**src/rtl/iir_pkg.sv**
```systemverilog
// Shared types and constants for the first-order IIR filter and its inverse.
package iir_pkg;

    localparam int unsigned DATA_W = 8;
    localparam logic signed [8:0] COEFF_DEFAULT = -9'sd126;

    localparam int Q17_MAX = 127;
    localparam int Q17_MIN = -128;

    typedef logic [1:0] state_t;
    localparam state_t IDLE  = 2'd0;
    localparam state_t MULT  = 2'd1;
    localparam state_t ROUND = 2'd2;
    localparam state_t SUB   = 2'd3;

endpackage

```
**src/rtl/q17_sat.sv**
```systemverilog
// Clamp an N-bit signed value into Q1.7 range and flag when clipping occurred.
module q17_sat
    import iir_pkg::*;
#(
    parameter int unsigned IN_W = 10
) (
    input  logic signed [IN_W-1:0] din,
    output logic        [7:0]      dout,
    output logic                   clip
);

    localparam logic signed [IN_W-1:0] HI = IN_W'(Q17_MAX);
    localparam logic signed [IN_W-1:0] LO = IN_W'(Q17_MIN);

    always_comb begin
        dout = din[7:0];
        clip = 1'b0;
        if (din > HI) begin
            dout = 8'(Q17_MAX);
            clip = 1'b1;
        end else if (din < LO) begin
            dout = 8'(Q17_MIN);
            clip = 1'b1;
        end
    end

endmodule

```
**src/rtl/iir_inverse_fir.sv**
```systemverilog
// Inverse of the first-order recursive filter: x[n] = y[n] - b0*y[n-1], Q1.7.
// Optional clip indicator sat_o enabled by IIR_INV_SAT_FLAG_EN.
module iir_inverse_fir
    import iir_pkg::*;
#(
    parameter logic signed [8:0] COEFF  = COEFF_DEFAULT,
    parameter int unsigned       DATA_W = iir_pkg::DATA_W
) (
    input  logic              clk_i,
    input  logic              rst_i,
    input  logic              en_i,
    input  logic [DATA_W-1:0] d_in,
    output logic [DATA_W-1:0] result_o,
    output logic              valid_o,
`ifdef IIR_INV_SAT_FLAG_EN
    output logic              sat_o,
`endif
    output logic              busy_o
);

    localparam int unsigned P_W    = DATA_W + 10;
    localparam int unsigned T_W    = P_W - 7;
    localparam int unsigned DIFF_W = DATA_W + 2;

    state_t                    state_r, state_n;
    logic signed [DATA_W-1:0]  d_r, d_n;
    logic signed [DATA_W-1:0]  y_prev_r, y_prev_n;
    logic signed [P_W-1:0]     p_r, p_n;
    logic signed [DATA_W-1:0]  t_r, t_n;
    logic signed [DIFF_W-1:0]  diff_r, diff_n;
    logic                      ovf_r, ovf_n;
    logic [DATA_W-1:0]         result_n;
    logic                      valid_n, busy_n;

    logic signed [P_W-1:0]     p_rnd;
    logic signed [T_W-1:0]     t_wide;
    logic [7:0]                t_sat, d_sat;
    logic                      t_clip, d_clip;

    // Round half up: add half an LSB of the output scale, then arithmetic shift.
    assign p_rnd  = p_r + P_W'(64);
    assign t_wide = p_rnd[P_W-1:7];

    q17_sat #(.IN_W(T_W)) u_t_sat (
        .din  (t_wide),
        .dout (t_sat),
        .clip (t_clip)
    );

    q17_sat #(.IN_W(DIFF_W)) u_d_sat (
        .din  (diff_r),
        .dout (d_sat),
        .clip (d_clip)
    );

`ifdef IIR_INV_SAT_FLAG_EN
    logic t_clip_r, t_clip_n;
    logic sat_n;
`else
    logic unused_clip;
    assign unused_clip = t_clip ^ d_clip;
`endif

    always_comb begin
        state_n  = state_r;
        d_n      = d_r;
        y_prev_n = y_prev_r;
        p_n      = p_r;
        t_n      = t_r;
        diff_n   = diff_r;
        ovf_n    = ovf_r;
        result_n = result_o;
        valid_n  = valid_o;
        busy_n   = busy_o;
`ifdef IIR_INV_SAT_FLAG_EN
        t_clip_n = t_clip_r;
        sat_n    = sat_o;
`endif
        case (state_r)
            IDLE: begin
                if (en_i) begin
                    d_n     = d_in;
                    p_n     = P_W'(y_prev_r) * P_W'(COEFF);
                    valid_n = 1'b0;
                    busy_n  = 1'b1;
                    state_n = MULT;
`ifdef IIR_INV_SAT_FLAG_EN
                    sat_n   = 1'b0;
`endif
                end
            end
            MULT: begin
                t_n     = t_sat;
                state_n = ROUND;
`ifdef IIR_INV_SAT_FLAG_EN
                t_clip_n = t_clip;
`endif
            end
            ROUND: begin
                diff_n  = DIFF_W'(d_r) - DIFF_W'(t_r);
                ovf_n   = d_r[DATA_W-1] ^ t_r[DATA_W-1];
                state_n = SUB;
            end
            SUB: begin
                // Same-sign operands cannot leave the Q1.7 range.
                result_n = ovf_r ? d_sat : diff_r[DATA_W-1:0];
                valid_n  = 1'b1;
                busy_n   = 1'b0;
                y_prev_n = d_r;
                state_n  = IDLE;
`ifdef IIR_INV_SAT_FLAG_EN
                sat_n    = t_clip_r | (ovf_r & d_clip);
`endif
            end
            default: begin
                state_n = IDLE;
                busy_n  = 1'b0;
            end
        endcase
    end

    always_ff @(posedge clk_i) begin
        if (rst_i) begin
            state_r  <= IDLE;
            d_r      <= '0;
            y_prev_r <= '0;
            p_r      <= '0;
            t_r      <= '0;
            diff_r   <= '0;
            ovf_r    <= 1'b0;
            result_o <= '0;
            valid_o  <= 1'b0;
            busy_o   <= 1'b0;
`ifdef IIR_INV_SAT_FLAG_EN
            t_clip_r <= 1'b0;
            sat_o    <= 1'b0;
`endif
        end else begin
            state_r  <= state_n;
            d_r      <= d_n;
            y_prev_r <= y_prev_n;
            p_r      <= p_n;
            t_r      <= t_n;
            diff_r   <= diff_n;
            ovf_r    <= ovf_n;
            result_o <= result_n;
            valid_o  <= valid_n;
            busy_o   <= busy_n;
`ifdef IIR_INV_SAT_FLAG_EN
            t_clip_r <= t_clip_n;
            sat_o    <= sat_n;
`endif
        end
    end

endmodule

```
**config.mk**
```make
export PLATFORM = sky130hd
export DESIGN_NAME = iir_inverse_fir
export DESIGN_NICKNAME = d
export VERILOG_FILES = /design/src/rtl/iir_pkg.sv /design/src/rtl/q17_sat.sv /design/src/rtl/iir_inverse_fir.sv
export SDC_FILE = /design/constraint.sdc
export NUM_CORES = 1
export LEC_CHECK = 0
export CORE_MARGIN = 3
export CORE_UTILIZATION = 40
export CTS_CLUSTER_DIAMETER = 30
export DETAILED_ROUTE_END_ITERATION = 12
export HOLD_SLACK_MARGIN = 0.1
export SYNTH_ARGS = -nofsm -noshare
export SYNTH_HDL_FRONTEND = slang
export SYNTH_SLANG_ARGS = --single-unit
```
**constraint.sdc**
```tcl
create_clock -name clk_i -period 5.5 [get_ports clk_i]
set_clock_uncertainty 0.05 [all_clocks]
set_input_delay 1.65 -clock clk_i [delete_from_list [all_inputs] [get_ports clk_i]]
set_output_delay 1.65 -clock clk_i [all_outputs]
set_load 0.01 [all_outputs]
```
== Yosys cells after proc, flatten, opt, wreduce, memory -nomap -nowiden ==
Cells that the tools add are included.
Word-level totals
  bits in writable memories: 0
  bits in latches: 0
  word-level logic and storage cells: 37
  bits in registers: 64
  memory bits (read-only): 0
  memories kept: 0
Operators by class
  bitwise gates (word level): 1
  equality and inequality tests: 4
  divide/modulo/power cells: 0
  multiplexer cells: 11
  order comparisons: 4
  multiply operators: 1
  shifts and indexed selects: 0
  add/sub/neg operators: 2
  reduce and logical (&&, ||, !) cells: 4
Operator list (number)
  $mux 8: 5
  $add 18x8->18 const B: 1
  $mul 8x7->15 const B: 1
  $gt 11x8->1 const B: 1
  $lt 11x8->1 const B: 1
  $gt 10x8->1 const B: 1
  $lt 10x8->1 const B: 1
  $sub 8x8->9: 1
  $pmux 2 s4: 1
  $eq 2x2->1 const B: 2
  $pmux 1 s2: 2
  $reduce_and 2->1: 2
  $eq 2x1->1 const B: 1
  $logic_not 2->1: 1
  $mux 1: 2
  $mux 2: 1
  $ne 2x2->1 const B: 1
  $reduce_bool 2->1: 1
  $xor 1x1->1: 1

== Depth between registers and ports, before layout ==
Gate-level depths: netlist of the first run.
  depth after elaboration: 4
  mapped depth: 11

== By module ==
Synthesis of the first run repeated with hierarchy kept, for this count alone.
Second synthesis, totals
  cell total of the unflattened synthesis: 408
  area, all modules: 3500.9 um2
Modules (own cells, without submodules)
  iir_inverse_fir: instances 1, area each 3115.5 um2, cells each 350
  q17_sat at u_t_sat: instances 1, area each 201.4 um2, cells each 30
  q17_sat at u_d_sat: instances 1, area each 183.9 um2, cells each 28

== Least setup slack after synthesis of the first run ==
Ideal clock, no wire load.
  path kind: reg-to-reg
  start: reg y_prev_r[0]
  end: reg p_r[16]
  data arrival time: 2.924 ns
  setup slack: 2.440 ns
  library setup time: 0.086 ns
  buffers on the path: 0
  stages on the path, launching flop included: 12
  data required time: 5.364 ns
  path through: dfxtp_1 > inv_1 > ha_1 > fa_1 > ha_1 > ha_1 > fa_1 > a21o_1 > a21o_1 > a311o_1 > xnor2_1 > a211oi_1
On the way
  cells in the longest elaborated chain, start to end: 1
Ends and longest elaborated chain
  start: declaration: line iir_inverse_fir.sv:27  | logic signed [DATA_W-1:0] y_prev_r, y_prev_n;
  start signal: assignment: line iir_inverse_fir.sv:141  | y_prev_r <= y_prev_n;
  $mul 8x7->15: line iir_inverse_fir.sv:83  | p_n = P_W'(y_prev_r) * P_W'(COEFF);
  end signal: assignment: line iir_inverse_fir.sv:142  | p_r <= p_n;
  end: declaration: line iir_inverse_fir.sv:28  | logic signed [P_W-1:0] p_r, p_n;
No other way between the ends.
A chain may end at the register's enable or synchronous reset.

== Worst setup path in the final report of the first run ==
Ends and elaborated chain as after synthesis.

==> impl_metrics.py, run 1 <==
metrics = {
    "outcome": {
        "status": "completed",
    },
    "detailed_routing": {
        "drtAntennaViolNets": 0,
        "drtIter0Drc": 68,
        "wl_met3_um": 175,
        "top_layer_used": "met4",
        "drtPass1Iterations": 4,
        "dr_wl_met2_mm": 2.79,
        "vias": 2417,
        "vias_per_cell": 5.10,
        "route.detailed.drc": 0,
        "routed_wl_mm": 6.10,
        "wl_per_cell_um": 12.9,
        "met1Wirelength_mm": 3.09,
    },
    "sta": {
        "hold_violations": 0,
        "tightest_slew_ns": 0.818,
        "layout_min_cycle_time_ns": 3.20,
        "holdWs_ns": 0.406,
        "rsz0062_at_grt": "no",
        "slew_viol_final": 0,
        "setup_tns_ns": 0,
        "fmax_mhz": 312,
        "setup_viol": 0,
        "finalCritPeriodShare_pct": 58.2,
        "max_slew_margin_pct": 45.5,
    },
    "floorplanning": {
        "rows": 31,
        "die_h_um": 94.4,
        "start_util_pct": 42.2,
        "design.core.area_um2": 7410,
        "die_x_um": 94.4,
        "pin_count": 21,
        "die_area_um2": 8910,
    },
    "yosys": {
        "synth_nets": 406,
        "ys_seq_elements": 56,
        "ys.flop_type": "dfxtp_1",
        "synth_cell_types": 53,
        "syn_inst": 359,
        "ys_seq_area_share_pct": 35.9,
        "synth_edf_count": 0,
        "syn_area_um2": 3130,
        "ys_warn_count": 0,
        "async_flop_share_pct": 0,
        "synth_area_per_cell_um2": 8.71,
    },
    "worst_setup_path": {
        "slowest_delay_ns": 0.43,
        "end_kind": "flop",
        "cp_num_buf_inv": 1,
        "crit_path_start_kind": "flop",
        "path_max_fanout": 3,
        "required_ns": 5.68,
        "crit_chain": "inv_1 -> ha_1 -> fa_1 -> ha_1 -> ha_1 -> fa_1 -> a21o_1 -> a21o_1 -> a311o_1 -> xnor2_1 -> a211oi_1",
        "critPathMostFrequentCell": "ha_1",
        "crit_type": "reg -> reg",
        "worst_ep_arrival_time_ns": 3.38,
        "crit_family": "adder cells",
        "slowest_stage": "fa_1",
    },
    "cells_and_area": {
        "post-route-util_pct": 47.5,
        "final_nets": 421,
        "layout-drive-gt1-share_pct": 5.87,
        "final_cell_area_um2": 3520,
        "diodes": 0,
        "syn2layout_area_growth_pct": 12.6,
    },
    "clock_tree": {
        "cts_max_path_buffers": 2,
        "post_cts_buffers": 0,
        "cts_made_buffers": 5,
        "cts_tree": "yes",
        "cts_root_buf": "clkbuf_8",
        "clkLatencyLatePin_ns": 0.32,
        "clk_pin_slew_ns": 0.10,
        "holdBufCountCts": 0,
        "clock-sinks": 56,
        "cts-htree-levels": 2,
        "ctsResizeCount": 0,
    },
    "placement": {
        "dpl.hpwl_mm": 4.72,
        "portBuffers": 20,
        "place_area_um2": 3400,
        "routabilityCongestion": 0.822,
    },
    "run": {
        "drv_cap": 0,
    },
    "global_routing": {
        "grt_pass1_wl_mm": 10.7,
        "overflow": 0,
        "grt_max_degree": 34,
        "grt_antenna_before_repair": 0,
        "grt_pass1_vias": 2196,
        "grt_usage_pct": 15.0,
    },
    "pwr": {
        "ir_worst_vdd_uv": 133,
        "powerDensity_nw_per_um2": 399,
        "total_power_uw": 1400,
        "power_leakage_uw": 0.00129,
    },
    "min_path": {
        "hold_path_class": "reg -> reg",
    },
}
-- final timing paths --
| kind | slack, ns | depth (start not counted) | start | to |
|---|---|---|---|---|
| max | 2.30 | 11 | y_prev_r[0]$_SDFFE_PP0P_ | p_r[16]$_SDFFE_PP0P_ |
| min reg2reg | 0.41 | 2 | t_r[7]$_SDFFE_PP0N_ | t_r[7]$_SDFFE_PP0N_ |
| min | 0.41 | 2 | t_r[7]$_SDFFE_PP0N_ | t_r[7]$_SDFFE_PP0N_ |
| max reg2reg | 2.30 | 11 | y_prev_r[0]$_SDFFE_PP0P_ | p_r[16]$_SDFFE_PP0P_ |
-- cells by family after synthesis --
| group | share of synthesized area [%] |
|---|---|
| and+or+nand+nor | 18.7 |
| AOI/OAI and AO/OA | 18.1 |
| DFF | 35.9 |
| buffers and inverters | 5.32 |
| adders and majority gates | 15.4 |
| xor gates and xnor gates | 3.08 |
| muxes | 3.56 |
-- power breakdown --
part | switching [µW] | leakage [µW] | total, µW | internal [µW]
clock network | 140 | 0.0000583 | 277 | 137
registers | 64.8 | 0.000455 | 553 | 488
logic | 330 | 0.000778 | 575 | 245
-- routing by layer --
| metal | vias up | track usage, % |
|---|---|---|
| li1 | 1281 | - |
| met1 | 1100 | 20.5 |
| met2 | 32 | 24.2 |
| met3 | 4 | 2.87 |
| met4 | 0 | 3.97 |
| met5 | - | 0 |
-- through the flow --
step / worst slack (ns) / instances
2_1_floorplan: 2.44 / 359
3_3_place_gp: 2.29 / 466
3_5_place_dp: 2.26 / 466
4_1_cts: 2.29 / 474
5_1_grt: 2.14 / 474
6_report: 2.30 / 474
-- worst reg2reg max path, delay by kind of cell, from the launching register on --
family                   cells  cell delay (ns)
AO/OA/AOI/OAI                4             0.96
XOR/XNOR                     1             0.13
adder cells (fa/ha/maj)      5             1.55
buffers and inverters        1             0.05
flip-flops                   1             0.37
-- layout make-up --
type,instances,area (µm²)
Clock buffer,5,68.8
Clock inverter,3,47.5
Fill cell,731,3890
Inverter,31,118
Multi-Input combinational cell,259,1840
Sequential cell,56,1120
Tap cell,99,124
Timing Repair Buffer,21,203
-- registers in the layout (all words and copies together) (netlist names) --
signal / count
busy_o: 1
diff_r: 9
ovf_r: 1
valid_o: 1
d_r: 8
p_r: 10
y_prev_r: 8
t_r: 8
state_r: 2
result_o: 8
-- synth_stat cells, types with 2 or more instances --
| master | n | share of area (%) |
|---|---|---|
| a21oi_1 | 30 | 4.8 |
| fa_1 | 4 | 2.6 |
| nor3_1 | 6 | 0.96 |
| and2_1 | 3 | 0.60 |
| a31oi_1 | 2 | 0.40 |
| nand3_1 | 7 | 1.1 |
| ha_1 | 32 | 13 |
| a211oi_1 | 6 | 1.4 |
| nor4b_1 | 2 | 0.56 |
| a21o_1 | 3 | 0.72 |
| inv_1 | 29 | 3.5 |
| buf_1 | 4 | 0.48 |
| o21ai_1 | 3 | 0.48 |
| o311ai_1 | 2 | 0.56 |
| dfxtp_1 | 56 | 36 |
| o21a_1 | 4 | 0.96 |
| nor2_1 | 25 | 3.0 |
| mux2i_1 | 10 | 3.2 |
| xnor2_1 | 6 | 1.7 |
| o211ai_1 | 6 | 1.4 |
| nand2b_1 | 9 | 1.8 |
| a311o_1 | 2 | 0.64 |
| o21ai_0 | 11 | 1.8 |
| clkbuf_1 | 9 | 1.1 |
| nand2_1 | 49 | 5.9 |
| nor2b_1 | 3 | 0.60 |
| xor2_1 | 5 | 1.4 |
| a221oi_2 | 5 | 2.4 |
| o22ai_1 | 2 | 0.40 |
-- layout by cell type (no fill, tap or decap), types with 7 or more instances in the layout --
cell / n
nand2b_1: 9
clkdlybuf4s50_1: 19
nand3_1: 7
nand2_1: 49
nor2_1: 25
inv_1: 29
o21ai_0: 11
dfxtp_1: 56
a21oi_1: 30
ha_1: 32
mux2i_1: 10
No activity file was read; power rests on OpenSTA's default activity.
==> run 2: changes to the inputs <==
Clock period 5.5 ns to 3 ns, I/O delays scaled along.
==> run 2 against run 1 <==
Net effect: setup slack got worse by 2.2 ns; non-clock buffer count is 8 higher; design area rose by 1.2%; maximum frequency up 11%.
==> impl_metrics.py, run 2 (synthesized netlist as in run 1, its figures left out) <==
metrics = {
    "outcome": {
        "status": "completed",
    },
    "min_path": {
        "hold_path_class": "reg -> reg",
        "hold_depth": 2,
    },
    "detailed_routing": {
        "vias": 2469,
        "drtIter0Drc": 89,
        "routed_wl_mm": 6.39,
        "wl_per_cell_um": 13.3,
        "route.detailed.drc": 0,
        "drtPass1Iterations": 4,
        "drtAntennaViolNets": 0,
        "vias_per_cell": 5.12,
    },
    "global_routing": {
        "grt_antenna_before_repair": 0,
        "overflow": 0,
        "grt_pass1_wl_mm": 11.0,
        "grt_usage_pct": 15.4,
        "grt_pass1_vias": 2354,
        "grt_max_degree": 33,
    },
    "worst_setup_path": {
        "crit_chain": "inv_1 -> ha_1 -> fa_1 -> ha_1 -> ha_2 -> fa_2 -> a21o_1 -> a21o_1 -> a311o_1 -> xnor2_1 -> a211oi_1",
        "ff2ff_path_depth": 11,
        "crit_type": "reg -> reg",
        "worst_ep_arrival_time_ns": 3.08,
        "end_kind": "flop",
        "cp_num_buf_inv": 1,
        "required_ns": 3.18,
        "crit_family": "adder cells",
        "slowest_delay_ns": 0.45,
        "crit_path_start_kind": "flop",
        "path_max_fanout": 2,
        "cp.depth": 11,
        "slowest_stage": "fa_1",
    },
    "cells_and_area": {
        "largestRegisters": "p_r: 10 flops, diff_r: 9 flops",
        "fillerInstances": 731,
        "final_nets": 429,
        "multiInputGateArea_um2": 1840,
        "largest_register_ffs": 10,
        "layout-drive-gt1-share_pct": 8.88,
        "syn2layout_area_growth_pct": 13.9,
        "final_cells": 482,
        "regMostFlops": "p_r",
        "final_common_cell": "dfxtp_1",
        "diodes": 0,
        "final_cell_area_um2": 3560,
        "final_cell_mix": "54 x dfxtp_1, 49 x nand2_1, 31 x ha_1",
        "regArea_um2": 1120,
        "post-route-util_pct": 48.1,
    },
    "clock_tree": {
        "cts-htree-levels": 2,
        "holdBufCountCts": 0,
        "cts_root_buf": "clkbuf_8",
        "cts_max_path_buffers": 2,
        "cts_tree": "yes",
        "cts_made_buffers": 5,
        "clock-sinks": 56,
        "clkLatencyLatePin_ns": 0.31,
        "clk_pin_slew_ns": 0.11,
    },
    "sta": {
        "setup_viol": 0,
        "worst_slack_ns": 0.106,
        "hold_violations": 0,
        "max_slew_margin_pct": 57.1,
        "fmax_mhz": 346,
        "slew_viol_final": 0,
        "finalCritPeriodShare_pct": 96.5,
        "tightest_slew_ns": 0.642,
        "layout_min_cycle_time_ns": 2.89,
    },
    "pwr": {
        "swShare_pct": 39.3,
        "clkPwrFrac_pct": 16.8,
        "p_switching_uw": 992,
        "powerDensity_nw_per_um2": 709,
        "p_int_uw": 1530,
        "ir_worst_vdd_uv": 245,
        "p_seq_share_pct": 40.2,
        "combPwrFrac_pct": 42.9,
        "power_leakage_uw": 0.00131,
    },
    "floorplanning": {
        "design.core.area_um2": 7410,
        "pin_count": 21,
        "die_area_um2": 8910,
        "rows": 31,
        "die_h_um": 94.4,
        "die_x_um": 94.4,
        "start_util_pct": 42.2,
    },
    "placement": {
        "dpl.hpwl_mm": 4.86,
        "place_ws_ns": -0.0499,
        "routabilityCongestion": 0.820,
        "place_area_um2": 3460,
        "dp_cells": 473,
        "portBuffers": 20,
    },
    "run": {
        "drv_cap": 0,
    },
}
==> run 2: worst paths after layout <==
check                                start              endpoint  slack, ns
hold / removal         t_r[7]$_SDFFE_PP0N_   t_r[7]$_SDFFE_PP0N_       0.41
setup / recovery  y_prev_r[1]$_SDFFE_PP0P_  p_r[16]$_SDFFE_PP0P_       0.11
hold reg to reg        t_r[7]$_SDFFE_PP0N_   t_r[7]$_SDFFE_PP0N_       0.41
setup reg to reg  y_prev_r[1]$_SDFFE_PP0P_  p_r[16]$_SDFFE_PP0P_       0.11
==> run 2: per-layer routing <==
metal | global-route usage [%] | wire (µm) | up-vias
met4 | 4.21 | 80 | 0
met3 | 2.87 | 193 | 7
met2 | 25.9 | 2990 | 36
li1 | - | - | 1294
met5 | 0 | 0 | -
met1 | 20.1 | 3120 | 1132
==> run 2: power by group through the flow <==
stage	clock network, µW	logic (µW)	registers, µW
2_1_floorplan	0	848	999
3_3_place_gp	0	1070	1030
3_5_place_dp	0	1090	1030
4_1_cts	443	1090	1020
5_1_grt	469	1240	1040
6_report	424	1080	1020
==> run 2: metrics by stage <==
stage | setup TNS [ns] | total power [µW] | hold slack, ns
floorplan | 0 | 1850 | 0.382
global placement | -0.00415 | 2100 | 0.397
CTS | 0 | 2550 | 0.414
detailed placement | -0.0499 | 2120 | 0.401
finish | 0 | 2520 | 0.411
global route | -0.0236 | 2740 | 0.443
==> run 2: tightest hold or removal path, cell delays in order, from the launching register on <==
cell and delay, ns:
dfxtp_1 0.32, nand2_1 0.05, a21oi_1 0.05
==> run 2: cell type report <==
type | count | share of cell area [%]
repair buffers | 29 | 7.38
clock inverters | 3 | 0.597
multi-input cells | 259 | 51.8
well taps | 99 | 3.48
clock buffers | 5 | 1.93
inverters | 31 | 3.30
flip-flops and latches | 56 | 31.6
==> run 2: repair_timing <==
action	CTS	global route
setup buffers	0	1
gates cloned	0	0
pin swaps	3	1
resized for setup	2	0
endpoints found under the setup margin	1	1
==> patch: new RTL, flow settings as in run 2 <==
Add an input register stage for `en_i` and `d_in`, with the module's reset; this delays them by one clock.
--- a/src/rtl/iir_inverse_fir.sv
+++ b/src/rtl/iir_inverse_fir.sv
@@ -21,6 +21,19 @@
     localparam int unsigned P_W    = DATA_W + 10;
     localparam int unsigned T_W    = P_W - 7;
     localparam int unsigned DIFF_W = DATA_W + 2;
+
+    logic en_q;
+    logic [DATA_W-1:0] d_q;
+
+    always_ff @(posedge clk_i) begin
+        if (rst_i) begin
+            en_q <= '0;
+            d_q  <= '0;
+        end else begin
+            en_q <= en_i;
+            d_q  <= d_in;
+        end
+    end
 
     state_t                    state_r, state_n;
     logic signed [DATA_W-1:0]  d_r, d_n;
@@ -78,8 +91,8 @@
 `endif
         case (state_r)
             IDLE: begin
-                if (en_i) begin
-                    d_n     = d_in;
+                if (en_q) begin
+                    d_n     = d_q;
                     p_n     = P_W'(y_prev_r) * P_W'(COEFF);
                     valid_n = 1'b0;
                     busy_n  = 1'b1;
Check against the original RTL: not equivalent (Yosys sat finds a counterexample within 4 cycles, from zero or initial values and one cycle with rst_i high).
==> patch against run 2 <==
- global-route usage about the same
- worst hold slack worse by 0.028 ns
- area after synthesis grew 6.6%
- power is 10% higher
- wire length up 7.7%
- sequential cell count rose by 9
- design area up 9.4%
- setup slack gained 0.068 ns
- largest cell class unchanged
- highest routed layer unchanged
==> patch: results (changes against run 2) <==
stage,metric,value,unit,change
hold_path,hold_start,d_q[7]$_SDFF_PP0_,,
layout,reg_top3,"p_r: 10 flops, diff_r: 9 flops",,
sta,tightest_slew,0.631,ns,-0.0105 ns
placement,dp.final_hpwl,5090,um,+4.8%
layout,final-nonclk-buf-share,6.55,%,-0.83 points
cts,numCtsBuffers,9,,+4
yosys,synthTopCellsByCount,"dfxtp_1 (65), nor2_1 (41), nand2_1 (36), ha_1 (32), a21oi_1 (31)",,
layout,nets,442,,+3.0%
layout,drive_gt1_share,11.5,%,+2.6 points
power,leakagePower,0.00150,uW,+14%
layout,fill_cells,765,,+4.7%
detailed_routing,drtIter0Drc,128,,+44%
layout,clk_share,5.75,%,+3.2 points
cts,ctsHtreeMaxLevel,3,,+1
yosys,synth-xor-area-share,2.63,%,-0.45 points
setup_path,crit_start,y_prev_r[0]$_SDFFE_PP0P_,,
layout,seq_share,33.5,%,+1.9 points
power,comb-power,849,uW,-21%
layout,seq_cells,65,,+16%
power,p_seq_share,39.1,%,-1.1 points
placement,placed_cell_area,3660,um2,+5.7%
grt,grt_pass1_vias,2438,,+3.6%
layout,fin_cells,502,,+4.1%
yosys,synthAdderAreaFrac,14.4,%,-0.96 points
layout,antenna_cells,0,,unchanged
floorplanning,coreArea,7890,um2,+6.5%
yosys,ys_seq_area_share,39.0,%,+3.2 points
yosys,synthesis.nets,418,,+3.0%
detailed_routing,wl,6880,um,+7.7%
layout,multi_input_area,1900,um2,+3.2%
grt,grt_antenna_before_repair,0,,unchanged
setup_path,timing.reg2reg.worst_path_depth,11,,unchanged
grt,grt_use_total,15.4,%,about the same
grt,grt_max_degree,39,,+18%
placement,dp_cells,486,,+2.7%
cts,cts_setup_buffers,0,,unchanged
layout,n_all_buffers,28,,-3.4%
setup_path,arrival,3.03,ns,-0.05 ns
yosys,synth_cells,371,,+3.3%
outcome,status,"finished, final reports clean",,
yosys,ys_top_cells_by_area,"dfxtp_1 (39%), ha_1 (12%), a21oi_1 (4.7%)",,
power,cellPowerDensity,715,nW/um2,+0.87%
yosys,synthMuxAreaShare,4.20,%,+0.64 points
placement,preCtsSetupSlack,0.0125,ns,+0.0624 ns
grt,grt_pass1_wl,11900,um,+8.4%
cts,clock_latency,0.34,ns,+0.03 ns
placement,gp_congestion,0.801,,-2.3%
setup_path,cp_max_fo,2,,unchanged
yosys,synth.distinct_cells,51,,-3.8%
layout,inverters,22,,-29%
power,internal_power,1870,uW,+22%
layout,multiInputCombCellCount,269,,+3.9%
cts,clk_pin_slew,0.07,ns,-0.04 ns
power,vdd_drop_max,0.408,mV,+66%
layout,multi_input_area_share,48.8,%,-2.9 points
yosys,synth_compound_area_share,16.8,%,-1.3 points
detailed_routing,num_vias,2619,,+6.1%
==> patch: cell types whose count changed after synthesis, sizes merged, moves of 4 or more <==
cell    delta
o211ai     -4
o221a      +6
nor2      +15
nand2     -13
nand2b     -7
dfxtp      +9
a221oi     -5
inv        -8
mux2i      +4
nor2b      +9
==> patch: final timing paths <==
kind | slack, ns | to
max | 0.17 | p_r[16]$_SDFFE_PP0P_
min | 0.38 | d_r[7]$_SDFFE_PP0P_
max reg2reg | 0.17 | p_r[16]$_SDFFE_PP0P_
min reg2reg | 0.38 | d_r[7]$_SDFFE_PP0P_
==> patch: routing by layer <==
metal / track usage (%) / share of wire, % / vias to the layer above
met5: 0 / 0 / -
met4: 3.19 / 0.93 / 0
met3: 4.95 / 3.7 / 6
met2: 24.0 / 45 / 39
met1: 20.8 / 50 / 1224
li1: - / - / 1350
==> patch: what timing repair did <==
action	4_1_cts	5_1_grt
gates resized for setup	1	4
endpoints found under the setup margin	1	1
pin swaps	0	3
